===== config.mk =====
export PLATFORM = sky130hd
export DESIGN_NAME = rs_enc_frame_ctrl
export DESIGN_NICKNAME = d
export VERILOG_FILES = /design/src/rtl/rs_enc_frame_ctrl.sv
export SDC_FILE = /design/constraint.sdc
export NUM_CORES = 1
export LEC_CHECK = 0
export ABC_AREA = 1
export ABC_CLOCK_PERIOD_IN_PS = 1280
export CORE_AREA = 2 2 39 41
export DETAILED_ROUTE_END_ITERATION = 12
export DIE_AREA = 0 0 41 43
export DONT_BUFFER_PORTS = 1
export SYNTH_ARGS = -nofsm -noshare
export SYNTH_HDL_FRONTEND = slang
export SYNTH_SLANG_ARGS = --single-unit

===== constraint.sdc =====
create_clock -name clk -period 1.28 [get_ports clk]
set_clock_uncertainty 0.2 [all_clocks]
set_input_delay 0.256 -clock clk [delete_from_list [all_inputs] [get_ports clk]]
set_output_delay 0.256 -clock clk [all_outputs]
set_load 0.02 [all_outputs]

===== src/rtl/rs_enc_frame_ctrl.sv =====
// ============================================================================
// Module   : rs_enc_frame_ctrl
// Purpose  : Frame sequencer for the GF(2^SYM_W) RS(N,K) encoder datapath.
//            Pulls K message symbols over valid/ready, drives the encoder
//            clear/shift/feedback-gate controls, flushes N-K parity symbols
//            through the output mux and frames the codeword with sof/eof/done.
// Options  : `define RS_ENC_CTRL_ABORT_EN adds the abort input and the
//            aborted output (frame abandon with encoder clear).
// Revision : 1.0 - initial release
// ============================================================================
`default_nettype none

module rs_enc_frame_ctrl #(
   parameter int N     = 15,
   parameter int K     = 11,
   parameter int SYM_W = 4
) (
   input  logic       clk,
   input  logic       reset,
   input  logic       start,
   input  logic       src_valid,
   output logic       src_ready,
   output logic       enc_clr,
   output logic       enc_shift,
   output logic       enc_fb_en,
   output logic       out_sel,
   output logic       out_valid,
   output logic       sof,
   output logic       eof,
   output logic       busy,
   output logic       done,
   output logic [7:0] sym_idx
`ifdef RS_ENC_CTRL_ABORT_EN
   ,input  logic      abort
   ,output logic      aborted
`endif
);

   localparam int             CW       = $clog2(N);
   localparam logic [CW-1:0]  MSG_LAST = CW'(K - 1);
   localparam logic [CW-1:0]  PAR_LAST = CW'(N - K - 1);
   localparam logic [7:0]     K_BASE   = 8'(K);

   // Reject illegal geometries at elaboration time.
   if (N < 2 || N > 255 || K < 1 || K >= N || SYM_W < 1) begin : g_param_check
      $error("rs_enc_frame_ctrl: illegal N/K/SYM_W combination");
   end

   typedef enum logic [2:0] {
      S_IDLE  = 3'd0,
      S_CLEAR = 3'd1,
      S_MSG   = 3'd2,
      S_PAR   = 3'd3,
      S_DONE  = 3'd4
   } state_t;

   state_t         state_q, state_d;
   logic [CW-1:0]  cnt_q, cnt_d;
   logic           w_hs;

   // State and phase counter registers with synchronous reset.
   always_ff @(posedge clk) begin
      if (reset) begin
         state_q <= S_IDLE;
         cnt_q   <= '0;
      end else begin
         state_q <= state_d;
         cnt_q   <= cnt_d;
      end
   end

   // Next-state logic and output decode from registered state, count and src_valid.
   always_comb begin
      state_d   = state_q;
      cnt_d     = cnt_q;
      w_hs      = 1'b0;
      src_ready = 1'b0;
      enc_clr   = 1'b0;
      enc_shift = 1'b0;
      enc_fb_en = 1'b0;
      out_sel   = 1'b0;
      out_valid = 1'b0;
      sof       = 1'b0;
      eof       = 1'b0;
      busy      = 1'b0;
      done      = 1'b0;
      sym_idx   = 8'd0;
`ifdef RS_ENC_CTRL_ABORT_EN
      aborted   = 1'b0;
`endif

      case (state_q)
         S_IDLE: begin
            if (start) begin
               state_d = S_CLEAR;
               cnt_d   = '0;
            end
         end

         S_CLEAR: begin
            busy    = 1'b1;
            enc_clr = 1'b1;
            state_d = S_MSG;
            cnt_d   = '0;
         end

         S_MSG: begin
            busy      = 1'b1;
            src_ready = 1'b1;
            enc_fb_en = 1'b1;
            sym_idx   = 8'(cnt_q);
            w_hs      = src_valid;
            if (w_hs) begin
               enc_shift = 1'b1;
               out_valid = 1'b1;
               sof       = (cnt_q == '0);
               if (cnt_q == MSG_LAST) begin
                  state_d = S_PAR;
                  cnt_d   = '0;
               end else begin
                  cnt_d   = cnt_q + CW'(1);
               end
            end
         end

         S_PAR: begin
            busy      = 1'b1;
            enc_shift = 1'b1;
            out_sel   = 1'b1;
            out_valid = 1'b1;
            sym_idx   = K_BASE + 8'(cnt_q);
            if (cnt_q == PAR_LAST) begin
               eof     = 1'b1;
               state_d = S_DONE;
               cnt_d   = '0;
            end else begin
               cnt_d   = cnt_q + CW'(1);
            end
         end

         S_DONE: begin
            busy    = 1'b1;
            done    = 1'b1;
            state_d = S_IDLE;
         end

         default: begin
            state_d = S_IDLE;
            cnt_d   = '0;
         end
      endcase

`ifdef RS_ENC_CTRL_ABORT_EN
      // Abort wins over any same-cycle handshake: nothing is consumed or
      // emitted, the encoder is cleared and the frame returns to IDLE.
      if (abort && (state_q == S_CLEAR || state_q == S_MSG || state_q == S_PAR)) begin
         state_d   = S_IDLE;
         cnt_d     = '0;
         w_hs      = 1'b0;
         enc_clr   = 1'b1;
         aborted   = 1'b1;
         src_ready = 1'b0;
         enc_shift = 1'b0;
         enc_fb_en = 1'b0;
         out_sel   = 1'b0;
         out_valid = 1'b0;
         sof       = 1'b0;
         eof       = 1'b0;
         sym_idx   = 8'd0;
      end
`endif
   end

endmodule

`default_nettype wire

-- Yosys cells after proc, flatten, opt, wreduce, memory -nomap -nowiden
Cells that the tools add are included.
- word-level logic and storage cells: 42
- flip-flop bits (word level): 7
- output and inout port bits: 18
- input bits: 4
- equality and inequality tests: 10
- multiplexer cells: 22
- reductions and logical operators: 5
- add/sub/neg operators: 2
- bitwise gates (word level): 1
- operators with widths (cell ; count):
    2-to-1 mux 4 bit ; 4
    case mux 4 bit (4 select lines) ; 1
    2-to-1 mux 3 bit ; 4
    case mux 3 bit (4 select lines) ; 1
    2-to-1 mux 1 bit ; 10
    case mux 5 bit (2 select lines) ; 1
    != test 2 bit (second input constant) ; 4
    equality test 3 x 2 -> 1 bit (second input constant) ; 2
    adder 4 x 4 -> 5 bit (first input constant) ; 1
    adder 4 x 1 -> 4 bit (second input constant) ; 1
    equality test 4 x 2 -> 1 bit (second input constant) ; 1
    equality test 4 bit (second input constant) ; 1
    logical NOT 4 bit ; 1
    AND reduction 4 bit ; 1
    OR reduction 4 bit ; 1
    equality test 3 x 1 -> 1 bit (second input constant) ; 1
    equality test 3 bit (second input constant) ; 1
    logical NOT 3 bit ; 1
    AND reduction 3 bit ; 1
    case mux 1 bit (2 select lines) ; 1
    NOT 1 bit ; 1

-- Depth between registers and ports, before layout
- depth in word-level cells: 4
- gate-level depth with buffers: 9
- depth with buffers taken out: 9

-- Worst setup path before layout
OpenSTA, ideal clock, no wires.
- kind: register to output
- start: reg cnt_q[0]
- end: out sym_idx[2]
- buffers on the path: 0
- stages on the path, launching flop included: 6
- data arrival time: 1.408 ns
- required time: 0.824 ns
- setup slack: -0.584 ns
- path through: dfxtp_1 > inv_1 > ha_1 > inv_1 > nor2_1 > o32ai_1
- word-level cells in the longest chain between the ends: 2
- RTL lines (element ; RTL line ; RTL):
    start: declaration ; 58 ; logic [CW-1:0] cnt_q, cnt_d;
    start signal: assignment ; 68 ; cnt_q <= cnt_d;
    adder 4 x 4 -> 5 bit ; 131 ; sym_idx = K_BASE + 8'(cnt_q);
    case mux 5 bit (2 select lines) ; 92 ; case (state_q)
    end: declaration ; 32 ; output logic [7:0] sym_idx
Every way passes these cells.

-- Final worst setup path
Same ends and word-level chain as after synthesis.

==> results.ini <==
[clock_tree]
clock_sinks=7
cts_buffers=3
insertion_delay_ns=0.26
clockRootBuffer=clkbuf_4
tritoncts=built
clockBufferDepth=2
clk_pin_slew_ns=0.06
cts_max_level=1

[worst_setup_path]
r2r_start=cnt_q[1]
end_kind=output port
critPathLaunchType=flop
cp_data_required_time_ns=0.82
crit_start=cnt_q[0]
max_stage_delay_ns=0.39
path_cells=inv_4, ha_4, inv_2, nor2_2, o32ai_4
critical_path_arrival_ns=1.31
cpMaxStageDelayCell=dfxtp_4
crit_fanout=5
setup.worst_path.class=reg -> out

[drt]
vias=830
firstDrtPassIters=4
drc=0
wire_per_inst_um=18.7
routed_via_density=5.61
wl_um=2760
first_iter_violations=25
ant_nets=0

[synth]
syn_inst=97
netlist-cell-type-count=23
yosys.area.top_type=dfxtp_1
avgSynthCellArea_um2=6.51
postSynth.asyncResetShare_pct=0
ys_top_cells_by_count=nand2_1 (20), inv_1 (17), nand3_1 (9)
synth.top_cell.area_share_pct=22.2
synth.cell_area_um2=632
ys.flop_type=dfxtp_1
post-synth-top-count-cell=nand2_1
yosys_warnings=0
synth_seq_area_share_pct=22.2
synth_edf_count=0
ys_seq_elements=7
yosys-top-cells-area=dfxtp_1 (22%), nand2_1 (12%), inv_1 (10%), ha_1 (7.9%), nand3_1 (7.1%)

[timing]
setup_viol=21
fmax_ghz=0.566
final.min_clock_period_ns=1.77
finalHoldViolCount=0
setup_ws_ns=-0.488
min_period_over_period_pct=138
rsz0062_at_grt=true
finalSetupTns_ns=-7.23
hold_ws_ns=0.242
drv_slew=0

[job]
cap_violations=0

[final_layout]
diodes=0
layout.nets=141
final_area_um2=1270
syn_to_final_growth_pct=101
drive_gt1_share_pct=68.9

[die]
die_h_um=43
pin_count=22
std_cell_rows=14
core_area_um2=1380
die-area_um2=1760
die_width_um=41
initial_core_util_pct=45.7

[grt]
grt_pass1_wl_um=3020
antenna_found_initial=0
grt-ovfl-total=0
grt_max_degree=9
grt_pass1_vias=731
grt_use_total_pct=25.9

[pwr]
power.density_nw_per_um2=1920
ir_worst_vdd_mv=1.15
p_leak_nw=0.549

[placement]
dp_hpwl_um=1320
portBuffers=0
place.gp.congestion=0.867
place_area_um2=883

[min_path]
min_from=start
hold_class=in -> reg

[outcome]
status=complete, but fails checks
violations=negative setup slack

area by class of cell:
type                       count  area (um^2)
clock buffer                   4         26.3
fill                          52          114
inverter                      18          103
multi-input combinational     69          651
sequential                     7          159
tap                           16         20.0
timing repair buffer          34          312
metal layers:
layer	share of wire [%]	track usage (%)	routed length, um	vias up
li1	-	-	-	379
met1	36	24.1	990	402
met2	55	48.4	1510	37
met3	5.9	6.28	164	12
met4	3.6	10.7	99	0
met5	0	0	0	-
path summary, 6_finish.rpt:
path           endpoint  slack (ns)  cells past startpoint
max          sym_idx[2]       -0.49                      5
min            cnt_q[1]        0.24                      5
max reg2reg  state_q[1]       -0.33                      9
min reg2reg    cnt_q[1]        0.33                      2
state kept, by name, summed over array words and instances, names as in the netlist:
| register | count |
|---|---|
| state_q | 3 |
| cnt_q | 4 |
worst max-delay path: cells and delay by family, from the launching register on:
family | cells | cell delay, ns
buffers and inverters | 2 | 0.13
AOI/OAI and AO/OA | 1 | 0.31
adders and majority gates | 1 | 0.17
DFF | 1 | 0.39
and+or+nand+nor | 1 | 0.05
per-stage QoR:
| step | power [mW] | util (%) | worst slack [ns] | cells |
|---|---|---|---|---|
| final | 2.44 | 91.8 | -0.488 | 148 |
| after global routing | 2.56 | 91.8 | -0.524 | 148 |
| after CTS | 2.00 | 80.4 | -0.445 | 146 |
| after detailed placement | 1.44 | 63.8 | -0.222 | 134 |
| after global placement | 1.41 | 63.8 | -0.202 | 134 |
| after floorplan | 1.12 | - | -0.264 | 99 |
power breakdown:
group,total [mW],switching [mW],internal [mW]
logic,1.86,1.05,0.809
registers,0.366,0.0822,0.284
clock network,0.220,0.0997,0.120
what timing repair did:
| item | in CTS | in global routing |
|---|---|---|
| hold buffers | 1 | 0 |
| buffers inserted | 7 | 3 |
| resized for setup | 41 | 31 |
| setup endpoints to repair | 21 | 21 |
| pin swaps | 8 | 20 |
| hold endpoints to repair | 7 | 0 |
cells in the final DEF (no fill, tap or decap), drive strengths merged:
cell,n
o21ai,4
nor3,1
ha,4
nand3,12
buf,33
o32ai,1
conb,3
dlygate4sd3,1
nor2,11
clkbuf,4
nand2,24
dfxtp,7
inv,18
o22ai,2
xor2,1
a21oi,3
nand4,3
cell families (layout without fill, tap and decap cells):
family / count (synthesis) / in the layout / share of synthesized area [%]
other cells: 1 / 3 / 0.593
xor+xnor: 1 / 1 / 1.39
flops: 7 / 7 / 22.2
buf+inv: 23 / 56 / 17.0
simple gates: 51 / 51 / 42.0
fa+ha+maj: 4 / 4 / 7.92
compound gates: 10 / 10 / 8.91
Note: power is estimated with default switching activity, not from simulation.
